==> config.mk <==
export PLATFORM = sky130hd
export DESIGN_NAME = traffic_lamp_monitor
export DESIGN_NICKNAME = d
export VERILOG_FILES = /design/src/rtl/traffic_lamp_monitor.sv
export SDC_FILE = /design/constraint.sdc
export NUM_CORES = 1
export LEC_CHECK = 0
export ABC_AREA = 1
export CAP_MARGIN = 20
export CORE_ASPECT_RATIO = 0.8
export CORE_MARGIN = 1.5
export CORE_UTILIZATION = 59
export CTS_CLUSTER_DIAMETER = 150
export DETAILED_ROUTE_END_ITERATION = 8
export PLACE_DENSITY = 0.83
export SYNTH_ARGS = -nofsm -noshare
export SYNTH_HDL_FRONTEND = slang
export SYNTH_SLANG_ARGS = --single-unit
==> constraint.sdc <==
create_clock -name CK -period 3.77 [get_ports CK]
set_input_delay 0.5655 -clock CK [delete_from_list [all_inputs] [get_ports CK]]
set_output_delay 0.5655 -clock CK [all_outputs]
set_load 0.05 [all_outputs]
==> src/rtl/traffic_lamp_monitor.sv <==
// Conflict / invalid-lamp / colour-sequence monitor for a two-direction signal controller.
// Optional short-yellow check (fault code 4) is compiled in with `define MON_YMIN_CHECK_EN.
module traffic_lamp_monitor #(
  parameter int CONF_CYC = 2,
  parameter int BAD_CYC  = 4,
  parameter int YMIN     = 3,
  parameter int CNT_W    = 4
) (
  input  logic       CK,
  input  logic       CLRN,
  input  logic       GRN1,
  input  logic       YLW1,
  input  logic       RED1,
  input  logic       GRN2,
  input  logic       YLW2,
  input  logic       RED2,
  input  logic       ACK,
  output logic       FAULT,
  output logic [2:0] FCODE,
  output logic       FDIR,
  output logic       ALLRED
);

  typedef enum logic [1:0] {LAMP_R, LAMP_Y, LAMP_G, LAMP_X} lamp_t;
  typedef logic [CNT_W-1:0] cnt_t;

  localparam cnt_t CONF_TH = cnt_t'(CONF_CYC);
  localparam cnt_t BAD_TH  = cnt_t'(BAD_CYC);

  function automatic cnt_t sat_inc(input cnt_t c);
    return (&c) ? c : c + cnt_t'(1);
  endfunction

  logic [1:0] grn, ylw, red;
  assign grn = {GRN2, GRN1};
  assign ylw = {YLW2, YLW1};
  assign red = {RED2, RED1};

  lamp_t      dec       [2];
  lamp_t      prev_reg  [2];
  lamp_t      prev_next [2];
  cnt_t       bad_reg   [2];
  cnt_t       bad_next  [2];
  logic [1:0] valid, changed, legal, bad_err, seq_err, short_err;

  cnt_t       conf_reg, conf_next;
  logic       conflict, conf_err;
  logic       fault_reg, fdir_reg, allred_reg;
  logic [2:0] fcode_reg;
  logic       both_red, ack_ok;
  logic       det, det_dir;
  logic [2:0] det_code;

`ifdef MON_YMIN_CHECK_EN
  localparam cnt_t YMIN_TH = cnt_t'(YMIN);
  cnt_t ycnt_reg  [2];
  cnt_t ycnt_next [2];
`else
  logic unused_ymin;
  assign unused_ymin = (YMIN != 0);
`endif

  genvar gi;
  generate
    for (gi = 0; gi < 2; gi++) begin : g_dir
      assign dec[gi] = ({grn[gi], ylw[gi], red[gi]} == 3'b001) ? LAMP_R :
                       ({grn[gi], ylw[gi], red[gi]} == 3'b010) ? LAMP_Y :
                       ({grn[gi], ylw[gi], red[gi]} == 3'b100) ? LAMP_G : LAMP_X;
      assign valid[gi]     = (dec[gi] != LAMP_X);
      assign bad_next[gi]  = valid[gi] ? '0 : sat_inc(bad_reg[gi]);
      assign bad_err[gi]   = !valid[gi] && (bad_next[gi] >= BAD_TH);
      assign prev_next[gi] = valid[gi] ? dec[gi] : prev_reg[gi];
      assign changed[gi]   = valid[gi] && (dec[gi] != prev_reg[gi]);
      assign legal[gi]     = (prev_reg[gi] == LAMP_G && dec[gi] == LAMP_Y) ||
                             (prev_reg[gi] == LAMP_Y && dec[gi] == LAMP_R) ||
                             (prev_reg[gi] == LAMP_R && dec[gi] == LAMP_G);
      assign seq_err[gi]   = changed[gi] && !legal[gi];
`ifdef MON_YMIN_CHECK_EN
      assign ycnt_next[gi] = (dec[gi] == LAMP_Y) ? sat_inc(ycnt_reg[gi]) :
                             (valid[gi] ? '0 : ycnt_reg[gi]);
      assign short_err[gi] = changed[gi] && (prev_reg[gi] == LAMP_Y) &&
                             (dec[gi] == LAMP_R) && (ycnt_reg[gi] < YMIN_TH);
`else
      assign short_err[gi] = 1'b0;
`endif
    end
  endgenerate

  // A direction is "not red" exactly when any of its green/yellow lamps is lit.
  assign conflict  = (GRN1 | YLW1) & (GRN2 | YLW2);
  assign conf_next = conflict ? sat_inc(conf_reg) : '0;
  assign conf_err  = conflict && (conf_next >= CONF_TH);

  assign both_red = (dec[0] == LAMP_R) && (dec[1] == LAMP_R);
  assign ack_ok   = ACK && both_red;

  always_comb begin
    det      = 1'b1;
    det_code = 3'd0;
    det_dir  = 1'b0;
    if (conf_err)          det_code = 3'd1;
    else if (bad_err[0])   det_code = 3'd2;
    else if (bad_err[1])   begin det_code = 3'd2; det_dir = 1'b1; end
    else if (seq_err[0])   det_code = 3'd3;
    else if (seq_err[1])   begin det_code = 3'd3; det_dir = 1'b1; end
    else if (short_err[0]) det_code = 3'd4;
    else if (short_err[1]) begin det_code = 3'd4; det_dir = 1'b1; end
    else                   det = 1'b0;
  end

  always_ff @(posedge CK or negedge CLRN) begin
    if (!CLRN) begin
      fault_reg  <= 1'b0;
      fcode_reg  <= 3'd0;
      fdir_reg   <= 1'b0;
      allred_reg <= 1'b0;
      conf_reg   <= '0;
      for (int i = 0; i < 2; i++) begin
        prev_reg[i] <= LAMP_R;
        bad_reg[i]  <= '0;
`ifdef MON_YMIN_CHECK_EN
        ycnt_reg[i] <= '0;
`endif
      end
    end else begin
      allred_reg <= both_red;
      if (ack_ok) begin
        fault_reg <= 1'b0;
        fcode_reg <= 3'd0;
        fdir_reg  <= 1'b0;
        conf_reg  <= '0;
        for (int i = 0; i < 2; i++) begin
          prev_reg[i] <= LAMP_R;
          bad_reg[i]  <= '0;
`ifdef MON_YMIN_CHECK_EN
          ycnt_reg[i] <= '0;
`endif
        end
      end else begin
        conf_reg <= conf_next;
        for (int i = 0; i < 2; i++) begin
          prev_reg[i] <= prev_next[i];
          bad_reg[i]  <= bad_next[i];
`ifdef MON_YMIN_CHECK_EN
          ycnt_reg[i] <= ycnt_next[i];
`endif
        end
        if (!fault_reg && det) begin
          fault_reg <= 1'b1;
          fcode_reg <= det_code;
          fdir_reg  <= det_dir;
        end
      end
    end
  end

  assign FAULT  = fault_reg;
  assign FCODE  = fcode_reg;
  assign FDIR   = fdir_reg;
  assign ALLRED = allred_reg;

endmodule

Word-level counts from Yosys, hierarchy flattened
Cells that the tools add are included.
{"block": "classes", "add_sub_neg": 3, "order_cmp": 3, "n_eq_ne": 18, "mux": 37, "n_bitwise": 3, "reduce_logical": 35}
{"op": "$mux 4", "n": 8}
{"op": "$mux 2", "n": 11}
{"op": "$logic_and 1x1->1", "n": 16}
{"op": "$mux 1", "n": 15}
{"op": "$add 4x1->4 const B", "n": 3}
{"op": "$reduce_and 4->1", "n": 3}
{"op": "$eq 2x1->1 const B", "n": 4}
{"op": "$eq 2x2->1 const B", "n": 4}
{"op": "$ge 4x3->1 const B", "n": 2}
{"op": "$logic_not 2->1", "n": 4}
{"op": "$mux 8", "n": 1}
{"op": "$eq 3x1->1 const B", "n": 2}
{"op": "$eq 3x2->1 const B", "n": 2}
{"op": "$eq 3x3->1 const B", "n": 2}
{"op": "$mux 3", "n": 2}
{"op": "$reduce_bool 2->1", "n": 3}
{"op": "$logic_not 1->1", "n": 5}
{"op": "$ge 4x2->1 const B", "n": 1}
{"op": "$logic_or 1x1->1", "n": 4}
{"op": "$ne 2x2->1", "n": 2}
{"op": "$ne 2x2->1 const B", "n": 2}
{"op": "$or 1x1->1", "n": 2}
{"op": "$and 1x1->1", "n": 1}
{"block": "totals", "regBits": 22, "out_inout_bits": 6, "wordCells": 108}

Longest topological paths before layout
{"block": "depth", "ltp_word": 18, "depth_mapped": 14}

Least setup slack after synthesis
OpenSTA, ideal clock, no wires.
{"block": "synth_timing", "kind": "flip-flop to flip-flop", "startpoint": "register bad_reg[0] in the netlist's numbering", "endpoint": "register fcode_reg[0] (netlist: FCODE[0])", "setup_ns": 0.118, "arrival_ns": 1.491, "slack_ns": 2.161, "path_stages_with_launch": 13, "n_path_buf": 0, "synth_period_minus_slack_ns": 1.609, "cell_sequence": "dfrtp_1 ha_1 or2_1 o21ai_2 nand3_1 nand2_2 nand2_2 inv_2 nand4_4 nand2_4 nand2_2 nand2_1 nand2_1"}
{"block": "synth_via", "elab_chain_len": 10}
{"item": "start, declared", "line_no": "42", "text": "cnt_t bad_reg [2];"}
{"item": "start signal, assigned by index", "line_no": "143", "text": "bad_reg[i] <= bad_next[i];"}
{"item": "$add 4x1->4 / $reduce_and 4->1 (equally long branches)", "line_no": "31", "text": "return (&c) ? c : c + cnt_t'(1);"}
{"item": "$mux 4 (*)", "line_no": "31"}
{"item": "$mux 4 (*)", "line_no": "70", "text": "assign bad_next[gi] = valid[gi] ? '0 : sat_inc(bad_reg[gi]);"}
{"item": "$ge 4x3->1 (*)", "line_no": "71", "text": "assign bad_err[gi] = !valid[gi] && (bad_next[gi] >= BAD_TH);"}
{"item": "$logic_and 1x1->1 (*)", "line_no": "71"}
{"item": "$mux 2 / $mux 1 (equally long branches)", "line_no": "103", "text": "else if (bad_err[1]) begin det_code = 3'd2; det_dir = 1'b1; end"}
{"item": "$mux 2 / $mux 1 (equally long branches)", "line_no": "102", "text": "else if (bad_err[0]) det_code = 3'd2;"}
{"item": "$mux 2 / $mux 1 (equally long branches)", "line_no": "101", "text": "if (conf_err) det_code = 3'd1;"}
{"item": "$mux 3 / $logic_and 1x1->1 (equally long branches)", "line_no": "148", "text": "if (!fault_reg && det) begin"}
{"item": "$mux 3 / $reduce_bool 2->1 (equally long branches)"}
{"item": "end signal, assigned", "line_no": "150", "text": "fcode_reg <= det_code;"}
{"item": "end, declared", "line_no": "49", "text": "logic [2:0] fcode_reg;"}
Every way passes the cells marked *; elsewhere a longest branch is shown, timed or not. The select of a mux whose other input is x is not followed.
A chain may end at the register's enable or synchronous reset.

Final worst setup path
{"block": "layout_timing", "startpoint": "register fcode_reg[0] (netlist: FCODE[0])", "endpoint": "output port FCODE[0]"}
{"item": "end, declared", "line_no": "19", "text": "output logic [2:0] FCODE,"}
No word-level cell between the ends.

==> out/metrics.cfg <==
[pwr]
power_density_mw_per_mm2 = 546
p_leak_nw = 0.837
max-vdd-ir-drop_v = 0.000483

[cts]
cts.hold.buffers_added = 0
postCtsResizedCells = 0
total_number_of_clock_tree_sinks = 21
htree_num_levels = 1
post_cts_buffers = 0
clock_tree.buffer_depth = 2
clk-insertion-delay-late_ns = 0.31
tritoncts = built
total_clock_buffers_created_by_cts = 3
buffer_type_at_the_clock_tree_root = clkbuf_4
cts.reportedPaths.clkPinSlew_ns = 0.12

[setup_path]
endpoint_kind = output port
path_buf_inv = 1
critical_path_data_arrival_time_ns = 1.51
worstSetupPathType = flop to output port
worstSetupStartpointType = flop
r2r.worst_path.cells = 13
cp_slowest_stage_delay_ns = 0.81
timing.critical_path.required_ns = 3.20
worstPathMaxFanout = 2
cpLargestDelayFamily = buffers and inverters
worstSetupPathDepth = 1
worst_path_max_delay_cell = clkdlybuf4s50_1
path_cells = clkdlybuf4s50_1

[floorplanning]
ios = 15
placement_rows = 15
die-height_um = 46.0
design.die.area_sq_mm = 0.00261
placeableCoreArea_sq_mm = 0.00218
start_util_pct = 62.6
die-width_um = 56.7

[sta]
fmaxAchievable_ghz = 0.482
timing.final.crit_period_ns = 2.07
final_critical_path_setup_slack_ns = 1.70
finalClockSkew_ns = 0.00813
finalHoldViolCount = 0
rsz0062_at_grt = false
timing.final.max_slew_violations = 0
tightest_slew_ns = 0.920
slew-limit-headroom_pct = 38.5
final.period_utilization_pct = 55.0
setup_viol_count_final = 0
totalNegativeSetupSlack_ns = 0

[grt]
grt.total_usage_pct = 21.8
number_of_antenna_violations_at_the_first_check_in_global_routing = 0
grt_remaining_overflow = 0
via_count_of_the_first_global_routing_pass = 1122
grt_first_pass_wirelength_um = 4350
pin_count_of_the_biggest_net_entering_global_routing = 22

[layout]
diodes = 0
multiInputGateArea_sq_um = 724
syn_to_final_growth_pct = 13.3
num-nets-final = 206
number_of_flip_flops_under_the_largest_register_name = 8
register_area_sq_um = 526
post_route_cells_drive_above_1_share_pct = 19.2
fillCellCount = 176

[worst_hold_path]
hold_path_depth = 2
hp-class = flop to flop

[yosys]
synth_cell_types = 28
postSynthAreaPerCell_sq_um = 7.70
netlist.area_leader.share_pct = 38.6
share_of_the_yosys_chip_area_belonging_to_registers_pct = 38.6
syn_inst = 177
postSynth.topFlopCell = dfrtp_1
synth_edf_count = 0
netlist_top_cells_count = nand2_1, inv_1, dfrtp_1
async_flop_share_pct = 100
synth.most_common_cell = nand2_1
ys.warnings.count = 0
synth_nets = 189
ys_top_cells_by_area = dfrtp_1, nand2_1, inv_1
synth.cell_area_sq_mm = 0.00136
netlist.top_cell.by_area = dfrtp_1
postSynthRegisterBits = 21

[placed_design]
numPortBuffers = 13
post-place-ws_ns = 1.52
place_hpwl_um = 2120
place.gp.congestion = 0.803

[routing]
drt_pass1_iterations = 4
avgRoutedWirePerCell_um = 11.8
drcViolationCount = 0
initialDrtViolationCount = 64
sum_of_routed_wire_length_over_all_layers_um = 2580
vias_per_cell = 5.32
antenna_violating_nets_post_route = 0
num_vias = 1159

[flow_run]
maxCapViolCount = 0

[status]
outcome = completed

## power by group
group / internal [mW] / total [mW] / leakage [nW] / switching (mW)
sequential: 0.282 / 0.330 / 0.267 / 0.0483
clock: 0.0397 / 0.110 / 0.0177 / 0.0700
combinational: 0.150 / 0.403 / 0.553 / 0.253
## layer usage
metal  vias up  track usage [%]  routed length [um]
li1        595                -                   -
met1       536             24.6                1150
met2        23             40.2                1310
met3         5             5.97                  99
met4         0             8.84                  21
met5         -                0                   0
## layout make-up
class | instances | area share (%)
repair buffers | 13 | 8.43
well taps | 25 | 2.03
inverters | 28 | 6.81
multi-input cells | 127 | 46.9
clock inverters | 1 | 0.324
flip-flops and latches | 21 | 34.0
clock buffers | 3 | 1.46
## worst paths after layout
path | start | end | slack [ns]
hold reg to reg | FCODE[1]$_DFFE_PN0P_ | FCODE[1]$_DFFE_PN0P_ | 0.54
setup / recovery | FCODE[0]$_DFFE_PN0P_ | FCODE[0] | 1.70
min in group asynchronous | CLRN | bad_reg[5]$_DFF_PN0_ | 0.75
setup reg to reg | bad_reg[4]$_DFF_PN0_ | FCODE[0]$_DFFE_PN0P_ | 1.96
max in group asynchronous | CLRN | prev_reg[3]$_DFFE_PN0P_ | 2.45
hold / removal | FCODE[1]$_DFFE_PN0P_ | FCODE[1]$_DFFE_PN0P_ | 0.54
## kinds of logic (layout without fill, tap and decap cells)
| kind of cell | after synthesis | after routing | share of synthesized area, % |
|---|---|---|---|
| AOI/OAI and AO/OA | 19 | 19 | 8.26 |
| xor gates and xnor gates | 2 | 2 | 1.29 |
| adders and majority gates | 3 | 3 | 2.76 |
| buffers and inverters | 29 | 45 | 8.26 |
| DFF | 21 | 21 | 38.6 |
| other | 1 | 1 | 0.275 |
| and+or+nand+nor | 102 | 102 | 40.6 |
## per-stage QoR
stage               instance area, sq um  power [mW]  cells  util, %  hold slack, ns
floorplan                           1360       0.631    177        -           0.270
global placement                    1520       0.716    214     69.7           0.498
detailed placement                  1520       0.737    214     69.7           0.509
CTS                                 1540       0.848    218     70.9           0.537
global route                        1540       0.903    218     70.9           0.574
finish                              1540       0.843    218     70.9           0.535
## placed cells by master (no fill, tap or decap)
cell             synthesis  final
a21oi_1                  9      9
a21oi_4                  1      1
and2_1                   1      1
clkbuf_4                 0      3
clkdlybuf4s50_1          0     13
clkinv_2                 0      1
conb_1                   1      1
dfrtp_1                 21     21
ha_1                     3      3
inv_1                   22     22
inv_2                    6      6
nand2_1                 45     45
nand2_2                  8      8
nand2_4                  3      3
nand3_1                 16     16
nand3_2                  5      5
nand3b_2                 1      1
nand4_1                  4      4
nand4_4                  1      1
nor2_1                  10     10
nor2_2                   3      3
nor2_4                   3      3
nor3_2                   1      1
o211ai_1                 1      1
o21ai_0                  5      5
o21ai_1                  2      2
o21ai_2                  1      1
or2_1                    1      1
xnor2_1                  1      1
xor2_1                   1      1
Power figures use the tool's default switching activity.
